**src/rtl/fixed_linear_bias_add_cast.sv**
```systemverilog
// Purpose: joins the matmul result stream with the per-column bias stream,
//          adds them element-wise in fixed point, rounds (half toward +inf)
//          and saturates to the output precision. The result goes out over a
//          two-stage valid/ready pipeline. Column/row counters tag the final
//          beat of each tensor.
// Ports:
//   clk, rst                      clock, synchronous active-high reset
//   data_in / _valid / _ready     matmul results, PARALLELISM lanes
//   bias / _valid / _ready        bias beat, consumed together with data_in
//   data_out / _valid / _ready    biased, cast result
//   data_out_last                 final beat of the tensor
//   sat_flag                      sticky: some element clamped since reset
module fixed_linear_bias_add_cast #(
  parameter int unsigned DATA_IN_PRECISION_0  = 32,
  parameter int unsigned DATA_IN_PRECISION_1  = 12,
  parameter int unsigned BIAS_PRECISION_0     = 16,
  parameter int unsigned BIAS_PRECISION_1     = 3,
  parameter int unsigned DATA_OUT_PRECISION_0 = 16,
  parameter int unsigned DATA_OUT_PRECISION_1 = 3,
  parameter int unsigned PARALLELISM          = 1,
  parameter int unsigned TENSOR_SIZE_DIM_0    = 32,
  parameter int unsigned TENSOR_SIZE_DIM_1    = 4
) (
  input  logic                                               clk,
  input  logic                                               rst,
  input  logic [PARALLELISM-1:0][DATA_IN_PRECISION_0-1:0]    data_in,
  input  logic                                               data_in_valid,
  output logic                                               data_in_ready,
  input  logic [PARALLELISM-1:0][BIAS_PRECISION_0-1:0]       bias,
  input  logic                                               bias_valid,
  output logic                                               bias_ready,
  output logic [PARALLELISM-1:0][DATA_OUT_PRECISION_0-1:0]   data_out,
  output logic                                               data_out_valid,
  input  logic                                               data_out_ready,
  output logic                                               data_out_last,
  output logic                                               sat_flag
);

  localparam int unsigned DIN_W     = DATA_IN_PRECISION_0;
  localparam int unsigned B_W       = BIAS_PRECISION_0;
  localparam int unsigned DOUT_W    = DATA_OUT_PRECISION_0;
  localparam int unsigned SUM_W     = DIN_W + 1;
  localparam int unsigned RND_W     = SUM_W + 1;
  localparam int unsigned B_SHIFT   = DATA_IN_PRECISION_1 - BIAS_PRECISION_1;
  localparam int unsigned K         = DATA_IN_PRECISION_1 - DATA_OUT_PRECISION_1;
  localparam int unsigned COL_BEATS = TENSOR_SIZE_DIM_0 / PARALLELISM;
  localparam int unsigned COL_W     = (COL_BEATS > 1) ? $clog2(COL_BEATS) : 1;
  localparam int unsigned ROW_W     = (TENSOR_SIZE_DIM_1 > 1) ? $clog2(TENSOR_SIZE_DIM_1) : 1;

  localparam logic [COL_W-1:0] COL_LAST = COL_W'(COL_BEATS - 1);
  localparam logic [ROW_W-1:0] ROW_LAST = ROW_W'(TENSOR_SIZE_DIM_1 - 1);

  // Half-LSB of the output grid, expressed at input precision.
  localparam logic [RND_W-1:0] RND_C = (K > 0) ? (RND_W'(1) << ((K > 0) ? (K - 1) : 0)) : RND_W'(0);
  localparam logic signed [RND_W-1:0] OUT_MAX = RND_W'((64'sd1 <<< (DOUT_W - 1)) - 64'sd1);
  localparam logic signed [RND_W-1:0] OUT_MIN = ~OUT_MAX;

  logic                                   s1_valid_q, s1_valid_d;
  logic [PARALLELISM-1:0][SUM_W-1:0]      s1_sum_q, s1_sum_d;
  logic                                   s1_last_q, s1_last_d;
  logic                                   s2_valid_q, s2_valid_d;
  logic [PARALLELISM-1:0][DOUT_W-1:0]     s2_data_q, s2_data_d;
  logic                                   s2_last_q, s2_last_d;
  logic                                   sat_q, sat_d;
  logic [COL_W-1:0]                       col_q, col_d;
  logic [ROW_W-1:0]                       row_q, row_d;

  logic                                   s1_ready, s2_ready, fire, last_tag;
  logic [PARALLELISM-1:0][SUM_W-1:0]      sum_c;
  logic [PARALLELISM-1:0][DOUT_W-1:0]     cast_c;
  logic [PARALLELISM-1:0]                 sat_el;

  // Stage acceptance: empty, or its content leaves this cycle.
  assign s2_ready      = !s2_valid_q | data_out_ready;
  assign s1_ready      = !s1_valid_q | s2_ready;
  assign fire          = data_in_valid & bias_valid & s1_ready;
  assign data_in_ready = bias_valid & s1_ready;
  assign bias_ready    = data_in_valid & s1_ready;
  assign last_tag      = (col_q == COL_LAST) & (row_q == ROW_LAST);

  // Per-lane align/add (into S1) and round/saturate (out of S1).
  for (genvar g = 0; g < PARALLELISM; g++) begin : g_lane
    logic signed [SUM_W-1:0] din_ext, bias_al;
    logic signed [RND_W-1:0] rnd, shr;
    logic                    ovf, udf;

    assign din_ext   = {data_in[g][DIN_W-1], data_in[g]};
    assign bias_al   = {{(SUM_W - B_W){bias[g][B_W-1]}}, bias[g]} << B_SHIFT;
    assign sum_c[g]  = din_ext + bias_al;

    assign rnd       = {s1_sum_q[g][SUM_W-1], s1_sum_q[g]} + RND_C;
    assign shr       = rnd >>> K;
    assign ovf       = shr > OUT_MAX;
    assign udf       = shr < OUT_MIN;
    assign sat_el[g] = ovf | udf;
    assign cast_c[g] = ovf ? OUT_MAX[DOUT_W-1:0] :
                       udf ? OUT_MIN[DOUT_W-1:0] : shr[DOUT_W-1:0];
  end

  // Tensor position; advances only when both beats are consumed.
  always_comb begin
    col_d = col_q;
    row_d = row_q;
    if (fire) begin
      if (col_q == COL_LAST) begin
        col_d = '0;
        row_d = (row_q == ROW_LAST) ? '0 : row_q + ROW_W'(1);
      end else begin
        col_d = col_q + COL_W'(1);
      end
    end
  end

  // Pipeline next state; sat is sampled as a beat moves S1 -> S2.
  always_comb begin
    s1_valid_d = s1_valid_q;
    s1_sum_d   = s1_sum_q;
    s1_last_d  = s1_last_q;
    s2_valid_d = s2_valid_q;
    s2_data_d  = s2_data_q;
    s2_last_d  = s2_last_q;
    sat_d      = sat_q;
    if (s1_ready) begin
      s1_valid_d = fire;
      if (fire) begin
        s1_sum_d  = sum_c;
        s1_last_d = last_tag;
      end
    end
    if (s2_ready) begin
      s2_valid_d = s1_valid_q;
      s2_last_d  = s1_valid_q & s1_last_q;
      if (s1_valid_q) begin
        s2_data_d = cast_c;
        sat_d     = sat_q | (|sat_el);
      end
    end
  end

  always_ff @(posedge clk) begin
    if (rst) begin
      s1_valid_q <= 1'b0;
      s1_sum_q   <= '0;
      s1_last_q  <= 1'b0;
      s2_valid_q <= 1'b0;
      s2_data_q  <= '0;
      s2_last_q  <= 1'b0;
      sat_q      <= 1'b0;
      col_q      <= '0;
      row_q      <= '0;
    end else begin
      s1_valid_q <= s1_valid_d;
      s1_sum_q   <= s1_sum_d;
      s1_last_q  <= s1_last_d;
      s2_valid_q <= s2_valid_d;
      s2_data_q  <= s2_data_d;
      s2_last_q  <= s2_last_d;
      sat_q      <= sat_d;
      col_q      <= col_d;
      row_q      <= row_d;
    end
  end

  assign data_out       = s2_data_q;
  assign data_out_valid = s2_valid_q;
  assign data_out_last  = s2_last_q;
  assign sat_flag       = sat_q;

endmodule
```
**config.mk**
```make
export PLATFORM = sky130hd
export DESIGN_NAME = fixed_linear_bias_add_cast
export DESIGN_NICKNAME = d
export VERILOG_FILES = /design/src/rtl/fixed_linear_bias_add_cast.sv
export SDC_FILE = /design/constraint.sdc
export NUM_CORES = 1
export LEC_CHECK = 0
export ABC_AREA = 0
export ABC_CLOCK_PERIOD_IN_PS = 8200
export CAP_MARGIN = 25
export CELL_PAD_IN_SITES_DETAIL_PLACEMENT = 0
export CELL_PAD_IN_SITES_GLOBAL_PLACEMENT = 1
export CORE_ASPECT_RATIO = 0.6
export CORE_UTILIZATION = 24
export DETAILED_ROUTE_END_ITERATION = 6
export GPL_ROUTABILITY_DRIVEN = 0
export MAX_ROUTING_LAYER = met4
export PLACE_DENSITY_LB_ADDON = 0.1
export SLEW_MARGIN = 20
export SYNTH_ARGS = -nofsm -noshare
export SYNTH_HDL_FRONTEND = slang
export SYNTH_SLANG_ARGS = --single-unit
```
**constraint.sdc**
```tcl
create_clock -name clk -period 8.2 [get_ports clk]
set_input_delay 1.23 -clock clk [delete_from_list [all_inputs] [get_ports clk]]
set_output_delay 1.23 -clock clk [all_outputs]
set_load 0.01 [all_outputs]
```
==> impl_metrics.ini <==
[run_status]
outcome = complete, no violations

[detailed_routing]
finalWirelength_um = 9110
vias_per_cell = 4.74
first_iter_violations = 118
num_vias = 3317
routedWlPerCell_um = 13.0
drc = 0
drt_pre_antenna_iters = 4
ant_nets = 0

[grt]
antenna_found_initial = 0
grtUsageTotal_pct = 12.5
grt_pass1_vias = 3262
grt_max_degree = 45
gr-total-overflow = 0
grt_pass1_wl_um = 15500

[sta]
finalHoldViolations = 0
max_slew_margin_pct = 50.7
rsz0062_at_grt = no
final_max_slew_viol_count = 0
skew_ns = 0.00722
finalCritPeriodShare_pct = 48.8
setup_ws_ns = 4.20
max_freq_mhz = 250
fin_crit_ns = 4.00
setup_viol = 0
timing.setup.tns_ns = 0
worst_pin_slew_ns = 0.739
holdWs_ns = 0.454

[setup_path]
r2r_setup_slack_ns = 5.31
cp-start-kind = input port
crit_path_max_fanout = 5
r2r_start = s1_sum_q[10]
endpoint_kind = flip-flop
worstPathRequired_ns = 8.39
reg2reg_depth = 8
worst_r2r_endpoint = data_out[2]
arrival_ns = 4.19
crit_type = input port to flip-flop

[floorplanning]
rows = 34
io_pins = 74
start_util_pct = 24.6
dieWidth_um = 160
chipHeight_um = 96.7
coreArea_mm2 = 0.0145
die-area_mm2 = 0.0154

[power]
peakVddDrop_uv = 63.8
power_density_mw_per_mm2 = 146
p_total_uw = 667
p_leak_nw = 1.72

[clock_network]
clk_path_buf_depth = 2
clkSinkCount = 53
h-tree-depth = 2
cts_tree = built
cts_resized = 0
clk_latency_ns = 0.29
cts_buffers = 5
cts_hold_buffers = 0
clkTransAtPathRegs_ns = 0.07
post_cts_buffers = 0
cts_root_buf = clkbuf_16

[place]
pre_cts_slack_ns = 3.85
portBuffers = 65
placed_area_mm2 = 0.00442
hpwl_um = 6940
dp_cells = 691

[hold_path]
min_path_type = flip-flop to flip-flop
holdPathStages = 2
hold_end = s1_last_q
hp-start = s1_last_q

[synthesis]
synth_area_mm2 = 0.00358
ys_types = 56
synth.ff_latch_count = 53
yosysSeqAreaShare_pct = 29.6
synth_edf_count = 0
async_flop_share_pct = 0
synth.avg_cell_area_um2 = 8.11
synth_ff_type = dfxtp_1
yosys_warnings = 0
syn-instance-count = 442
synth_nets = 523

[flow_run]
drv_cap = 0

[cells_and_area]
n_antenna_cell = 0
nets = 582
final_cells = 700
post-route-util_pct = 31.4
design_area_mm2 = 0.00458
area_growth_pct = 27.6
drive_gt1_share_pct = 6.77
## routing by layer
metal  share of wire, %  track usage (%)  up-vias
met4               0.56             1.98        0
met2                 41             19.0       55
met5                  0                -        -
met1                 53             17.0     1534
li1                   -                -     1721
met3                4.7             2.87        7
## cell usage in the layout, fill, tap and decap left out, types with 5 or more instances in the layout
cell             count
nand2_1             65
clkdlybuf4s50_1     65
dfxtp_1             53
a21oi_1             43
nor2_1              33
ha_1                27
nand3_1             19
xnor2_1             19
a21o_1              14
xor2_1              12
nor3_1              11
o21ai_0             11
o211ai_2            11
and3_1               9
inv_1                8
o211ai_1             7
a211oi_1             6
or3_1                5
clkbuf_16            5
## report_power, final
part | internal, mW | leakage [nW] | total, mW | switching, mW
logic | 0.0851 | 1.22 | 0.168 | 0.0833
clock network | 0.112 | 0.0696 | 0.209 | 0.0966
registers | 0.273 | 0.432 | 0.290 | 0.0173
total | 0.470 | 1.72 | 0.667 | 0.197
## cell families (layout without fill, tap and decap cells)
| logic type | after synthesis | after routing | synth area share (%) |
|---|---|---|---|
| AND/OR/NAND/NOR | 185 | 185 | 26.4 |
| AO/OA/AOI/OAI | 117 | 117 | 22.4 |
| flip-flops | 53 | 53 | 29.6 |
| XOR/XNOR | 31 | 31 | 7.57 |
| adder cells (fa/ha/maj) | 28 | 28 | 9.98 |
| buffers and inverters | 25 | 85 | 3.28 |
| multiplexers | 3 | 3 | 0.838 |
## how the worst max path moves through the flow
stage	startpoint	to	slack [ns]	cells after the start
finish	data_in[9]	s1_sum_q[31]	4.20	12
global route	data_in[9]	s1_sum_q[31]	3.95	12
CTS	data_in[9]	s1_sum_q[31]	4.15	12
detailed placement	data_in[9]	s1_sum_q[31]	3.85	12
global placement	data_in[9]	s1_sum_q[31]	3.86	12
floorplan	data_in[9]	s1_sum_q[31]	4.79	11
## critical path: stages
cell and delay, ns:
clkdlybuf4s50_1 0.46, ha_1 0.19, inv_1 0.06, fa_1 0.37
nor2b_1 0.19, o31a_1 0.24, o221ai_1 0.18, and4_1 0.26
o31ai_1 0.46, a221oi_1 0.19, xnor2_1 0.16, a22o_1 0.18
## sequential cells by signal, summed over array words and instances, names as in the netlist
register,count
sat_flag,1
s1_valid_q,1
s1_sum_q,25
data_out_last,1
row_q,2
s1_last_q,1
data_out_valid,1
data_out,16
col_q,5
## cells in the mapped netlist, drive strengths merged (3+ instances only)
| cell type | instances | area share [%] |
|---|---|---|
| o21a | 3 | 0.63 |
| inv | 8 | 0.84 |
| xor2 | 12 | 2.9 |
| buf | 6 | 1.3 |
| and4 | 3 | 0.80 |
| a21oi | 43 | 6.0 |
| nand2b | 4 | 0.70 |
| nand3 | 20 | 2.9 |
| nand2 | 65 | 6.8 |
| nor4 | 3 | 0.70 |
| o211ai | 18 | 5.3 |
| nor2 | 33 | 3.5 |
| nand4 | 6 | 1.6 |
| or2 | 4 | 0.70 |
| clkbuf | 11 | 1.2 |
| nor3 | 14 | 2.4 |
| or4 | 3 | 0.63 |
| xnor2 | 19 | 4.6 |
| a211oi | 6 | 1.3 |
| a21o | 14 | 2.9 |
| mux2i | 3 | 0.84 |
| o21ai | 14 | 2.0 |
| and3 | 9 | 1.6 |
| and2 | 4 | 0.70 |
| ha | 27 | 9.4 |
| dfxtp | 53 | 30 |
| or3 | 5 | 0.87 |
| nor2b | 4 | 0.70 |
| a31oi | 3 | 0.52 |
| nand3b | 4 | 0.84 |
## final cells by class
cell class                      count  area (um^2)
Fill cell                        1577         9970
Inverter                            8         30.0
Multi-Input combinational cell    364         2410
Clock inverter                      3         17.5
Sequential cell                    53         1060
Clock buffer                        5          125
Timing Repair Buffer               69          688
Tap cell                          198          248
Power figures use the tool's default switching activity.
